[src/rtl/mb_pkg.sv]
// mb_pkg: shared sequencer state type and direct-load source codes for the MB buffer
package mb_pkg;

  typedef enum logic [1:0] {
    ST_IDLE  = 2'd0,
    ST_FILL  = 2'd1,
    ST_DRAIN = 2'd2
  } mbState_t;

  localparam logic [1:0] MB_SRC_CACHE = 2'd0;
  localparam logic [1:0] MB_SRC_AR    = 2'd1;
  localparam logic [1:0] MB_SRC_MEM   = 2'd2;
  localparam logic [1:0] MB_SRC_CH    = 2'd3;

endpackage

[src/rtl/mb_ch_ram.sv]
// mb_ch_ram: single-port synchronous RAM, read-first, no reset on the array
module mb_ch_ram #(
  parameter int WIDTH = 36,
  parameter int DEPTH = 128,
  localparam int AW = $clog2(DEPTH)
) (
  input  logic             clk,
  input  logic             i_we,
  input  logic [AW-1:0]    i_adr,
  input  logic [WIDTH-1:0] i_wd,
  output logic [WIDTH-1:0] o_rd
);

  logic [WIDTH-1:0] r_mem [DEPTH];

`ifdef MB_FPGA_BRAM
  // write port kept separate from the read register so block-RAM inference sees the standard template
  always_ff @(posedge clk)
    if (i_we) r_mem[i_adr] <= i_wd;

  // registered read returns the pre-write contents of the addressed entry
  always_ff @(posedge clk)
    o_rd <= r_mem[i_adr];
`else
  // behavioural model: same-address read during a write returns the old word
  always_ff @(posedge clk) begin
    o_rd <= r_mem[i_adr];
    if (i_we) r_mem[i_adr] <= i_wd;
  end
`endif

endmodule

[src/rtl/mb_quad_buf.sv]
// mb_quad_buf: MB slot bank with output select, fill/drain sequencers and channel-load path
module mb_quad_buf
  import mb_pkg::*;
#(
  parameter int WIDTH   = 36,
  parameter int NWORDS  = 4,
  parameter int CHDEPTH = 128,
  localparam int WW = $clog2(NWORDS),
  localparam int CW = $clog2(CHDEPTH)
) (
  input  logic              clk,
  input  logic              rstN,
  input  logic [1:0]        srcSel,
  input  logic [WIDTH-1:0]  cacheData,
  input  logic [WIDTH-1:0]  arData,
  input  logic [WIDTH-1:0]  memData,
  input  logic [NWORDS-1:0] ldEn,
  input  logic [WW-1:0]     selIn,
  input  logic              selHold,
  output logic [WIDTH-1:0]  mb,
  output logic              mbParOdd,
  output logic [NWORDS-1:0] slotValid,
  input  logic              fillStart,
  input  logic [WW-1:0]     fillFirst,
  input  logic              memValid,
  input  logic              nxm,
  output logic              fillDone,
  output logic              fillErr,
  input  logic              drainStart,
  input  logic [WW-1:0]     drainFirst,
  output logic              drainValid,
  input  logic              drainReady,
  output logic [WIDTH-1:0]  drainData,
  output logic [WW-1:0]     drainWord,
  output logic              busy,
  input  logic              chWr,
  input  logic [CW-1:0]     chAdr,
  input  logic              chSrcMb,
  input  logic [WIDTH-1:0]  chReg,
  input  logic              chLoad,
  output logic [WIDTH-1:0]  chBufQ
);

  localparam logic [WW:0] LAST = (WW+1)'(NWORDS-1);

  mbState_t          r_state;
  logic [WW-1:0]     r_ptr;
  logic [WW:0]       r_cnt;
  logic [WIDTH-1:0]  r_slot [NWORDS];
  logic [NWORDS-1:0] r_valid;
  logic [WW-1:0]     r_sel;
  logic              r_done;
  logic              r_err;
  logic [WIDTH-1:0]  r_chq;
  logic [WIDTH-1:0]  w_src;
  logic [WIDTH-1:0]  w_ram_rd;
  logic              w_fill_wr;
  logic              w_fill_clr;

  // direct-load source mux and sequencer write qualifiers
  always_comb begin
    w_src = srcSel == MB_SRC_CACHE ? cacheData :
            srcSel == MB_SRC_AR    ? arData    :
            srcSel == MB_SRC_MEM   ? memData   : r_chq;
    w_fill_wr  = r_state == ST_FILL && memValid && !nxm;
    w_fill_clr = r_state == ST_IDLE && fillStart;
  end

  // fill/drain sequencer: pointer walks from the first word with wrap, count ends the burst
  always_ff @(posedge clk or negedge rstN)
    if (!rstN) begin
      r_state <= ST_IDLE;
      r_ptr   <= '0;
      r_cnt   <= '0;
      r_done  <= 1'b0;
      r_err   <= 1'b0;
    end else begin
      r_done <= 1'b0;
      r_err  <= 1'b0;
      case (r_state)
        ST_IDLE:
          if (fillStart) begin
            r_state <= ST_FILL;
            r_ptr   <= fillFirst;
            r_cnt   <= '0;
          end else if (drainStart) begin
            r_state <= ST_DRAIN;
            r_ptr   <= drainFirst;
            r_cnt   <= '0;
          end
        ST_FILL:
          if (nxm) begin
            r_err   <= 1'b1;
            r_state <= ST_IDLE;
          end else if (memValid) begin
            r_ptr <= r_ptr + 1'b1;
            r_cnt <= r_cnt + 1'b1;
            if (r_cnt == LAST) begin
              r_done  <= 1'b1;
              r_state <= ST_IDLE;
            end
          end
        ST_DRAIN:
          if (drainReady) begin
            r_ptr <= r_ptr + 1'b1;
            r_cnt <= r_cnt + 1'b1;
            if (r_cnt == LAST) r_state <= ST_IDLE;
          end
        default: r_state <= ST_IDLE;
      endcase
    end

  // slot bank: fill start clears valids, direct loads next, sequencer write last so it wins
  always_ff @(posedge clk or negedge rstN)
    if (!rstN) begin
      r_valid <= '0;
      for (int i = 0; i < NWORDS; i++) r_slot[i] <= '0;
    end else begin
      if (w_fill_clr) r_valid <= '0;
      for (int i = 0; i < NWORDS; i++)
        if (ldEn[i]) begin
          r_slot[i]  <= w_src;
          r_valid[i] <= 1'b1;
        end
      if (w_fill_wr) begin
        r_slot[r_ptr]  <= memData;
        r_valid[r_ptr] <= 1'b1;
      end
    end

  // output select register and channel-load register
  always_ff @(posedge clk or negedge rstN)
    if (!rstN) begin
      r_sel <= '0;
      r_chq <= '0;
    end else begin
      if (!selHold) r_sel <= selIn;
      if (chLoad) r_chq <= w_ram_rd;
    end

  mb_ch_ram #(.WIDTH(WIDTH), .DEPTH(CHDEPTH)) u_ch_ram (
    .clk   (clk),
    .i_we  (chWr),
    .i_adr (chAdr),
    .i_wd  (chSrcMb ? mb : chReg),
    .o_rd  (w_ram_rd)
  );

  assign mb         = r_slot[r_sel];
  assign mbParOdd   = ^mb;
  assign slotValid  = r_valid;
  assign fillDone   = r_done;
  assign fillErr    = r_err;
  assign drainValid = r_state == ST_DRAIN;
  assign drainData  = r_slot[r_ptr];
  assign drainWord  = r_ptr;
  assign busy       = r_state != ST_IDLE;
  assign chBufQ     = r_chq;

endmodule
[config.mk]
export PLATFORM = sky130hd
export DESIGN_NAME = mb_quad_buf
export DESIGN_NICKNAME = d
export VERILOG_FILES = /design/src/rtl/mb_pkg.sv /design/src/rtl/mb_ch_ram.sv /design/src/rtl/mb_quad_buf.sv
export SDC_FILE = /design/constraint.sdc
export NUM_CORES = 2
export LEC_CHECK = 0
export CAP_MARGIN = 20
export CELL_PAD_IN_SITES_DETAIL_PLACEMENT = 1
export CELL_PAD_IN_SITES_GLOBAL_PLACEMENT = 1
export CORE_MARGIN = 2
export CORE_UTILIZATION = 35
export DETAILED_ROUTE_END_ITERATION = 16
export GPL_ROUTABILITY_DRIVEN = 1
export PLACE_DENSITY = 0.66
export SLEW_MARGIN = 20
export SYNTH_ARGS = -nofsm -noshare
export SYNTH_HDL_FRONTEND = slang
export SYNTH_HIERARCHICAL = 1
export SYNTH_MEMORY_MAX_BITS = 65536
export SYNTH_SLANG_ARGS = --single-unit
[constraint.sdc]
create_clock -name clk -period 6.08 [get_ports clk]
set_clock_uncertainty 0.05 [all_clocks]
set_input_delay 0.608 -clock clk [delete_from_list [all_inputs] [get_ports clk]]
set_output_delay 0.608 -clock clk [all_outputs]
set_load 0.03 [all_outputs]
==> impl_metrics.env <==
export IMPL_status="finished, violations left"
export IMPL_failing_checks="max-capacitance violations, max-slew violations"
export IMPL_total_leakage_power_nw=68.87
export IMPL_timing_max_slew_rel_slack_pct=-3.217
export IMPL_post_cts_setup_buffers=0
export IMPL_area_growth_pct=16.14
export IMPL_asyncSetResetFlopFracSynth_pct=4.030
export IMPL_setup_tns_final_ps=0
export IMPL_clk_pin_slew_ps=70
export IMPL_route_detailed_drc=0
export IMPL_worst_endpoint_arrival_ps=5140
export IMPL_detailedRoute_firstPassIterationCount=6
export IMPL_route_detailed_vias_per_inst=6.210
export IMPL_total_of_endpoints_with_negative_setup_slack_in_the_final_report=0
export IMPL_track_usage_pct=24.67
export IMPL_final_hold_violation_count=0
export IMPL_detail_route_antenna_nets=0
export IMPL_critical_path_endpoint_type="primary output"
export IMPL_floorplan_initialDensity_pct=35.12
export IMPL_timing_worst_setup_path_type="reg -> out"
export IMPL_achievable_frequency_mhz=172.4
export IMPL_post_synthesis_instance_area_mm2=0.1884
export IMPL_layout_cell_share_with_drive_strength_beyond_1_pct=17.02
export IMPL_layout_commonest_cell="edfxtp_1"
export IMPL_place_hpwl_um=420900
export IMPL_cts_tree="built"
export IMPL_power_sequential_fraction_pct=49.3
export IMPL_layout_worst_path_cycle_share_pct=95.39
export IMPL_post_layout_total_power_mw=80.04
export IMPL_total_via_count_after_detailed_routing=118992
export IMPL_finalHoldWorstSlack_ps=75.12
export IMPL_clock_insertion_delay_worst_skew_ps=1100
export IMPL_boundaryPins=293
export IMPL_power_ir_vdd_worst_mv=0.4224
export IMPL_part_of_the_power_in_combinational_logic_pct=13.7
export IMPL_number_of_enable_type_register_cells_in_the_synthesized_netlist=4608
export IMPL_syn_mean_instance_area_um2=17.03
export IMPL_fillers=52600
export IMPL_num_rows=269
export IMPL_cts_htree_levels=5
export IMPL_netlist_cell_type_count=75
export IMPL_worst_slew_pin_slew_ps=1539
export IMPL_die_height_um=737.7
export IMPL_clk_root_buffer_cell="clkbuf_16"
export IMPL_grt_pass1_wl_um=956900
export IMPL_grt_pass1_vias=118042
export IMPL_initialDrtViolationCount=18064
export IMPL_globalRouteOverflowTotal=0
export IMPL_fin_nets=11701
export IMPL_routed_wirelength_normalized_by_instance_count_um=36.30
export IMPL_cts_buffers=474
export IMPL_postSynthRegisterBits=4839
export IMPL_tritoncts_sinks=4839
export IMPL_max_cap_violations=1
export IMPL_intPower_mw=58.41
export IMPL_power_share_clock_pct=37.0
export IMPL_rsz0062_at_grt="no"
export IMPL_fin_crit_ps=5800
export IMPL_cts_buffer_depth=4
export IMPL_slew_violations=2
export IMPL_yosysSeqAreaShare_pct=76.42
export IMPL_buffer_ports_inserted=292
export IMPL_proportion_of_total_power_due_to_net_switching_pct=27.02
export IMPL_multi_input_gate_area_mm2=0.04194
export IMPL_syn_inst=11065
export IMPL_route_final_wire_length_um=695600
export IMPL_core_area_mm2=0.5365
export IMPL_worst_slack_ps=280.5
export IMPL_cp_required_ps=5420
export IMPL_worst_path_maximum_fanout=21
export IMPL_final_weighted_congestion_in_routability_driven_placement=0.8943
export IMPL_hp_class="in -> async"
export IMPL_grt_start_max_net_pins=129
export IMPL_die_width_um=737.7
export IMPL_worstSetupStartpointType="flop"
export IMPL_layout_area_seq_mm2=0.1440
export IMPL_p_sw_mw=21.63
export IMPL_yosysWarningCount=6
export IMPL_layout_cells_most_common_list="edfxtp_1 (4608), a221oi_1 (1158), a21oi_1 (739)"
export IMPL_cellPowerDensity_mw_per_mm2=365.8
export IMPL_grt_antenna_before_repair=90
export IMPL_floorplan_die_area_mm2=0.5442
export IMPL_postSynth_topFlopCell="edfxtp_1"
export IMPL_dp_worst_setup_slack_ps=1128
export IMPL_synth_fp_nets=11249
-- sequential cells by signal, summed over array words and instances, names as in the netlist, 2 cells and up --
register / count
r_state: 2
r_sel: 2
r_cnt: 3
chBufQ: 36
slotValid: 4
r_slot: 144
drainWord: 2
u_ch_ram/r_mem: 4608
u_ch_ram/o_rd: 36
-- metrics by stage --
| stage | std cells | utilization [%] | cell area, µm² |
|---|---|---|---|
| final | 19161 | 40.78 | 218800 |
| after floorplan | 11065 | - | 188400 |
| after global placement | 18214 | 37.86 | 203100 |
| after CTS | 19108 | 40.75 | 218600 |
| after global routing | 19138 | 40.77 | 218700 |
| after detailed placement | 18220 | 37.88 | 203200 |
-- layer usage --
metal | share of wire [%] | wire [µm] | global-route usage (%)
met1 | 38 | 262600 | 32.73
met3 | 11 | 78210 | 5.719
met2 | 45 | 313100 | 37.74
met5 | 0.060 | 415 | 0
met4 | 5.9 | 41220 | 13.18
-- cells in the mapped netlist, types with 14 or more instances --
master,instances,area share (%)
nand4_1,19,0.063
clkbuf_1,352,0.70
dfxtp_1,36,0.38
nand3_1,30,0.080
nor3_1,42,0.11
buf_1,85,0.17
buf_6,49,0.29
o22ai_1,223,0.74
a211oi_1,52,0.21
a2111oi_0,19,0.088
dfrtp_1,195,2.6
o31ai_1,41,0.16
buf_4,53,0.21
nor2b_1,29,0.096
nor4_1,18,0.060
edfxtp_1,4608,73
nand2_1,305,0.61
a22oi_1,294,1.2
o22a_1,34,0.16
o211ai_1,14,0.056
a221oi_1,1159,5.4
xnor2_1,26,0.12
a221o_1,94,0.50
o221a_2,18,0.11
buf_2,340,0.90
o21ai_0,337,0.90
a31oi_1,18,0.060
mux2i_1,422,2.2
o221ai_1,53,0.25
a21oi_1,740,2.0
mux2_2,394,2.4
mux4_2,127,1.5
nor2_1,619,1.2
-- path summary, 6_finish.rpt --
path | start | to | slack (ps) | cells after the start
max | r_sel[1] | mbParOdd | 280 | 8
min | rstN | r_slot[49] | 80 | 2
max reg2reg | r_sel[1] | u_ch_ram/r_mem[32][14] | 2190 | 4
min reg2reg | r_cnt[1] | r_cnt[1] | 440 | 2
max in group asynchronous | rstN | drainWord[0] | 4400 | 3
min in group clk | selIn[1] | r_sel[1] | 110 | 2
-- power by group through the flow --
stage	Sequential, mW	Clock, mW	Combinational [mW]
4_1_cts	39.4	29.8	10.8
3_3_place_gp	40.1	0	10.6
6_report	39.5	29.6	11.0
2_1_floorplan	40.0	0	5.31
3_5_place_dp	40.1	0	10.8
5_1_grt	39.5	30.9	11.3
-- area by class of cell --
| class | count | area share, % |
|---|---|---|
| clock buffers | 583 | 5.707 |
| flip-flops and latches | 4839 | 65.80 |
| inverters | 14 | 0.03546 |
| multi-input cells | 5332 | 19.17 |
| diodes | 52 | 0.05947 |
| clock inverters | 304 | 1.318 |
| repair buffers | 856 | 3.801 |
| well taps | 7181 | 4.107 |
-- cell families after synthesis --
kind of cell               count (synthesis)  share of synthesized area, %
DFF                                     4839                         76.42
muxes                                    955                         6.251
adders and majority gates                 10                       0.06641
and+or+nand+nor                         1112                         2.447
xor gates and xnor gates                  34                        0.1773
buffers and inverters                    894                         2.317
AOI/OAI and AO/OA                       3221                         12.32
-- critical path, stage by stage, from the launching register on --
cell             delay [ps]
dfrtp_1                 900
buf_4                   490
mux4_1                  470
xor2_1                  200
xnor2_1                 160
xnor2_1                 360
xnor3_1                 430
xnor2_1                 260
clkdlybuf4s50_1         720
-- what timing repair did --
action,in CTS,in global routing
hold endpoints to repair,85,0
gates resized for setup,0,0
hold buffers,1,0
Power figures use the tool's default switching activity.
